--- src/rtl/ram_port_ctrl.sv ---
// ram_port_ctrl: request/response front end for a synchronous RAM port.
// Credit-based flow control keeps the response FIFO from ever overflowing.
module ram_port_ctrl #(
    parameter int DATA_WIDTH = 8,
    parameter int ADDR_WIDTH = 4,
    parameter int RD_LATENCY = 2,
    parameter int RSP_DEPTH  = 4
) (
    input  logic                  clk,
    input  logic                  async_rst_n,
    input  logic                  req_valid,
    output logic                  req_ready,
    input  logic                  req_wr,
    input  logic [ADDR_WIDTH-1:0] req_addr,
    input  logic [DATA_WIDTH-1:0] req_wdata,
    output logic                  ram_clk_en,
    output logic                  ram_wr_en,
    output logic                  ram_rd_clk_en,
    output logic                  ram_rd_reg_rst,
    output logic [ADDR_WIDTH-1:0] ram_addr,
    output logic [DATA_WIDTH-1:0] ram_wr_data,
    input  logic [DATA_WIDTH-1:0] ram_rd_data,
    output logic                  rsp_valid,
    input  logic                  rsp_ready,
    output logic [DATA_WIDTH-1:0] rsp_data
);

    localparam int PTR_W = $clog2(RSP_DEPTH);
    localparam int CNT_W = PTR_W + 1;
    localparam logic [CNT_W-1:0] DEPTH_C = CNT_W'(RSP_DEPTH);
    localparam logic [CNT_W-1:0] CNT_ONE = CNT_W'(1);
    localparam logic [PTR_W-1:0] PTR_ONE = PTR_W'(1);

    logic [1:0]            r_rst_pipe;
    logic [RD_LATENCY-1:0] r_rd_pipe;
    logic [DATA_WIDTH-1:0] r_fifo [RSP_DEPTH];
    logic [PTR_W-1:0]      r_wr_ptr;
    logic [PTR_W-1:0]      r_rd_ptr;
    logic [CNT_W-1:0]      r_count;

    logic [CNT_W-1:0]      w_inflight;
    logic [CNT_W-1:0]      w_outstanding;
    logic                  w_hold;
    logic                  w_issue;
    logic                  w_rd_issue;
    logic                  w_push;
    logic                  w_pop;

    // Recovery: hold the RAM output register in reset for one extra clock
    assign w_hold         = r_rst_pipe[1];
    assign ram_rd_reg_rst = w_hold;
    assign ram_rd_clk_en  = ~w_hold;

    // Credit depends only on registered state, so a pop frees credit next cycle
    assign w_outstanding = w_inflight + r_count;
    assign req_ready     = ~w_hold && (w_outstanding < DEPTH_C);

    assign w_issue    = req_valid & req_ready;
    assign w_rd_issue = w_issue & ~req_wr;
    assign w_push     = r_rd_pipe[RD_LATENCY-1];
    assign w_pop      = rsp_valid & rsp_ready;

    assign ram_clk_en  = w_issue;
    assign ram_wr_en   = w_issue & req_wr;
    assign ram_addr    = req_addr;
    assign ram_wr_data = req_wdata;

    assign rsp_valid = (r_count != '0);
    assign rsp_data  = r_fifo[r_rd_ptr];

    // Count reads still travelling through the RAM pipeline
    always_comb begin
        w_inflight = '0;
        for (int i = 0; i < RD_LATENCY; i++) begin
            w_inflight = w_inflight + CNT_W'(r_rd_pipe[i]);
        end
    end

    // Two-stage release so recovery lasts one full clock after reset
    always_ff @(posedge clk or negedge async_rst_n) begin
        if (!async_rst_n) begin
            r_rst_pipe <= 2'b11;
        end else begin
            r_rst_pipe <= {r_rst_pipe[0], 1'b0};
        end
    end

    // Read-valid shift register aligned with the RAM read latency
    always_ff @(posedge clk or negedge async_rst_n) begin
        if (!async_rst_n) begin
            r_rd_pipe <= '0;
        end else begin
            r_rd_pipe[0] <= w_rd_issue;
            for (int i = 1; i < RD_LATENCY; i++) begin
                r_rd_pipe[i] <= r_rd_pipe[i-1];
            end
        end
    end

    // FIFO pointers and occupancy; pointers wrap at the power-of-two depth
    always_ff @(posedge clk or negedge async_rst_n) begin
        if (!async_rst_n) begin
            r_wr_ptr <= '0;
            r_rd_ptr <= '0;
            r_count  <= '0;
        end else begin
            if (w_push) begin
                r_wr_ptr <= r_wr_ptr + PTR_ONE;
            end
            if (w_pop) begin
                r_rd_ptr <= r_rd_ptr + PTR_ONE;
            end
            unique case ({w_push, w_pop})
                2'b10:   r_count <= r_count + CNT_ONE;
                2'b01:   r_count <= r_count - CNT_ONE;
                default: r_count <= r_count;
            endcase
        end
    end

    // Response storage; visibility is gated by r_count so no reset needed
    always_ff @(posedge clk) begin
        if (w_push) begin
            r_fifo[r_wr_ptr] <= ram_rd_data;
        end
    end

endmodule

--- config.mk ---
export PLATFORM = sky130hd
export DESIGN_NAME = ram_port_ctrl
export DESIGN_NICKNAME = d
export VERILOG_FILES = /design/src/rtl/ram_port_ctrl.sv
export SDC_FILE = /design/constraint.sdc
export NUM_CORES = 1
export LEC_CHECK = 0
export ABC_AREA = 1
export BUFFER_PORTS_ARGS = -buffer_cell sky130_fd_sc_hd__buf_2
export CAP_MARGIN = 20
export CORE_ASPECT_RATIO = 0.7
export CORE_UTILIZATION = 33
export DETAILED_ROUTE_END_ITERATION = 12
export SYNTH_ARGS = -nofsm -noshare
export SYNTH_HDL_FRONTEND = slang
export SYNTH_SLANG_ARGS = --single-unit
--- constraint.sdc ---
create_clock -name clk -period 6.05 [get_ports clk]
set_clock_uncertainty 0.15 [all_clocks]
set_input_delay 0.9075 -clock clk [delete_from_list [all_inputs] [get_ports clk]]
set_output_delay 0.9075 -clock clk [all_outputs]
set_load 0.02 [all_outputs]
Word level (Yosys, flattened, before mapping)
Memory sizes are Yosys's and may differ from the RTL's.
Index checks and enable logic that the tools add are counted.
Storage, ports and cells
  word-level logic and storage cells: 27
  bits of input ports: 25
  output and inout bits: 26
  flip-flop bits (word level): 11
  memories: 1
  RAM bits: 32
Cells by class
  eq/ne operators: 2
  mux-type cells: 3
  magnitude comparators: 1
  $add $sub $neg: 6
  reduce and logical (&&, ||, !) cells: 3
  bitwise operators: 6
Memory list
  r_fifo: depth 4, bits a word 8, read ports 1, clocked after Yosys merged registers in 0, write ports 1, line 36  | logic [DATA_WIDTH-1:0] r_fifo [RSP_DEPTH];
Operators by type and width (number)
  3-bit case mux with 2 select lines: 1
  2-bit by 1-bit adder with 2-bit output (second input constant): 2
  1-bit AND: 4
  3-bit by 1-bit adder with 3-bit output (second input constant): 1
  3-bit adder: 1
  3-bit < comparator (second input constant): 1
  3-bit nonzero test: 1
  3-bit by 1-bit subtractor with 3-bit output (second input constant): 1
  1-bit by 1-bit adder with 2-bit output: 1
  2-bit by 1-bit equality test with 1-bit output (second input constant): 1
  2-bit equality test (second input constant): 1
  1-bit 2-to-1 mux: 2
  1-bit inverter: 2
  2-bit nonzero test: 1
  1-bit logical AND: 1

Longest topological paths before layout
  depth in word-level cells: 6
  gate-level depth with buffers: 10
  gate-level depth less buffers: 9

Worst setup path after synthesis
Ideal clock, no wire load.
  path type: register to output
  start point: register r_rd_pipe[0]
  end point: output port ram_wr_en
  data required time: 4.992 ns
  cell stages (with the launch flop): 8
  path buffers: 0
  setup slack: 3.567 ns
  arrival time: 1.425 ns
  path through: dfrtp_1 ha_1 ha_1 nand3_1 nand2_1 nand2_1 nand4_1 nor2_1
On the way
  longest elaborated chain between the ends: 6
Ends and longest elaborated chain
  start: declaration: line 35  | logic [RD_LATENCY-1:0] r_rd_pipe;
  start signal: assignment: line 93  | r_rd_pipe[0] <= w_rd_issue;
  start signal: indexed assignment: line 95  | r_rd_pipe[i] <= r_rd_pipe[i-1];
  1-bit by 1-bit adder with 2-bit output: line 75  | w_inflight = w_inflight + CNT_W'(r_rd_pipe[i]);
  3-bit adder: line 55  | assign w_outstanding = w_inflight + r_count;
  3-bit < comparator: line 56  | assign req_ready = ~w_hold && (w_outstanding < DEPTH_C);
  1-bit logical AND: line 56
  1-bit AND: line 58  | assign w_issue = req_valid & req_ready;
  1-bit AND: line 64  | assign ram_wr_en = w_issue & req_wr;
  end: declaration: line 17  | output logic ram_wr_en,
Every way passes these cells.

Final worst setup path
  start point: register r_rd_pipe[1]
  end point: output port ram_wr_en
The elaborated chain is that of the path after synthesis.

==> flow_summary.ini <==
[yosys]
yosysTopAreaCell = edfxtp_1
synth_area_per_cell_um2 = 12.2
ys_ff_latch = 43
synth_ff_type = edfxtp_1
netlist_instances = 156
ys_types = 27
ys_seq_area_share_pct = 64.9
synth_nets = 189
synth_area_leaders = edfxtp_1 (50%), dfrtp_1 (12%), buf_4 (5.5%)
async_reset_ff_share_pct = 25.6
netlist.area_leader.share_pct = 50.4
synth-edff-count = 32
synth.cell_area_um2 = 1910
yosys_warnings = 0

[pwr]
peakVddDrop_uv = 95.2
p_int_w = 0.000539
p_sw_w = 0.000334
pwr-share-comb_pct = 33.7
power_leakage_nw = 0.853
power_frac_seq_pct = 46.6
powerDensity_nw_per_um2 = 421
clkPwrFrac_pct = 19.6
totalPowerFinal_w = 0.000873
switching_share_pct = 38.3

[place]
port_buffers = 26
finalWeightedCongestion = 0.670
hpwl_um = 2080
dp.cells = 236
placed_cell_area_um2 = 1990

[min_path]
min_from = r_rst_pipe[0]
hold_path_end = r_rst_pipe[1]
hold_depth = 0
min_path_type = flop to flop

[routing]
finalWirelength_um = 3080
routedWlPerCell_um = 12.6
drcViolationCount = 0
final_antenna_net_count = 0
via_per_inst = 4.25
dr_total_vias = 1038
drt_pre_antenna_iters = 4
drt_iter0_drc = 68

[critical_path]
crit_path_end_kind = primary output
crit_arrival_ns = 1.88
rr_startpoint = r_count[1]
critPathTopFamily = flip-flops
critPathMaxStageDelay_ns = 0.48
cp.buffers_inverters = 1
critPathKind = flop to primary output
cp_slowest_cell = dfrtp_1
reg2regPathDepth = 9
r2r-end = r_count[2]
critPathMaxFanout = 9
regToRegSetupSlack_ns = 4.02
critical_path.cell_chain = ha_1, ha_1, nand3_1, nand2_1, nand2_1, nand4_1, nor2_1, buf_2
cp.required_ns = 4.99
start_kind = flop

[die]
dieArea_um2 = 6100
ios = 51
fp.coreArea_um2 = 5400
initial_utilization_pct = 35.4
die_w_um = 92.9
rows = 22
die_h_um = 65.6

[clock_tree]
htreeDepth = 2
clkTransAtPathRegs_ns = 0.08
post_cts_resized = 0
cts_tree = yes
cts_setup_buffers = 0
root_buffer = clkbuf_8
cts_hold_buf = 0
cts.sinks = 43
cts_buffers = 5
clk_path_buf_depth = 2
clk_latency_ns = 0.29

[sta]
max_slew_margin_pct = 52.3
period_share_pct = 48.6
setup_violations = 0
fin_setup_tns_ns = 0
tightest_slew_ns = 0.716
rsz0062_at_grt = no
hold_viol = 0
slew_viol_final = 0
fmax_mhz = 340
period_minus_slack_ns = 2.94
whs_ns = 0.211

[job]
cap_violations = 0

[final_layout]
synthToLayoutAreaGrowth_pct = 8.52
finish.net_count = 204
diodes = 0
layout-drive-gt1-share_pct = 25.0
stdcell_area_um2 = 2070
finalNonFillerCells = 244

[grt]
grt_max_degree = 21
overflow = 0
grt_first_pass_wirelength_um = 5210
track_usage_pct = 11.8
antenna_found_initial = 0
grt_pass1_vias = 1042

[run_status]
status = complete, no violations
## synth_stat cells, drive strengths merged, types with 2 or more instances
| cell type | count |
|---|---|
| dfstp | 2 |
| ha | 7 |
| nand2 | 12 |
| o21ai | 19 |
| inv | 16 |
| dfrtp | 9 |
| edfxtp | 32 |
| o22ai | 8 |
| xor2 | 3 |
| nor2 | 19 |
| buf | 18 |
| nand3 | 4 |
## placed cells by master, fill, tap and decap left out, types with 2 or more instances in the layout
cell type / n
edfxtp_1: 32
buf_2: 26
nor2_1: 19
o21ai_0: 17
inv_1: 12
nand2_1: 11
dfrtp_1: 9
o22ai_1: 8
ha_1: 7
clkbuf_8: 5
inv_2: 4
nand3_1: 3
o21ai_1: 2
xor2_1: 2
clkinv_1: 2
dfstp_2: 2
## routing by layer
layer	GRT usage (%)	up-vias	routed length [um]
met4	5.38	0	39
met3	3.94	4	142
met5	0	-	0
met2	16.7	23	1280
met1	16.3	470	1620
li1	-	541	-
## power groups by stage
| stage | sequential [W] | clock (W) | combinational [W] |
|---|---|---|---|
| final | 0.000407 | 0.000171 | 0.000294 |
| after global routing | 0.000415 | 0.000189 | 0.000335 |
| after CTS | 0.000406 | 0.000177 | 0.000300 |
| after detailed placement | 0.000413 | 0 | 0.000299 |
| after global placement | 0.000412 | 0 | 0.000295 |
| after floorplan | 0.000378 | 0 | 0.000274 |
## registers in the layout, indices dropped and copies added, names as in the netlist
signal / count
r_rd_pipe: 2
r_rd_ptr: 2
r_wr_ptr: 2
r_fifo: 32
r_rst_pipe: 2
r_count: 3
## metrics by stage
| step | utilization, % | worst slack (ns) |
|---|---|---|
| after floorplan | - | 3.57 |
| after global placement | 36.8 | 3.45 |
| after detailed placement | 36.8 | 3.41 |
| after CTS | 38.4 | 3.07 |
| after global routing | 38.4 | 2.94 |
| final | 38.4 | 3.11 |
## worst max path at each step
stage / startpoint / endpoint / slack, ns / cells after the start
global placement: r_rd_pipe[1] / ram_wr_en / 3.45 / 8
finish: r_rd_pipe[1] / ram_wr_en / 3.11 / 8
CTS: r_rd_pipe[1] / ram_wr_en / 3.07 / 8
detailed placement: r_rd_pipe[1] / ram_wr_en / 3.41 / 8
global route: r_rd_pipe[1] / ram_wr_en / 2.94 / 8
floorplan: r_rd_pipe[0] / ram_wr_en / 3.57 / 7
## layout make-up
class                      instances  area [um^2]
clock buffer                       5         68.8
clock inverter                     3         15.0
fill                             533         3320
inverter                          17         65.1
multi-input combinational         78          463
sequential                        43         1240
tap                               72         90.1
timing repair buffer              26          130
## logic make-up after synthesis
logic type | after synthesis | synth area share, %
DFF | 43 | 64.9
and+or+nand+nor | 37 | 8.33
buffers and inverters | 35 | 10.8
AOI/OAI and AO/OA | 28 | 7.87
adders and majority gates | 8 | 5.64
xor gates and xnor gates | 4 | 2.23
other | 1 | 0.197
Power figures use the tool's default switching activity.
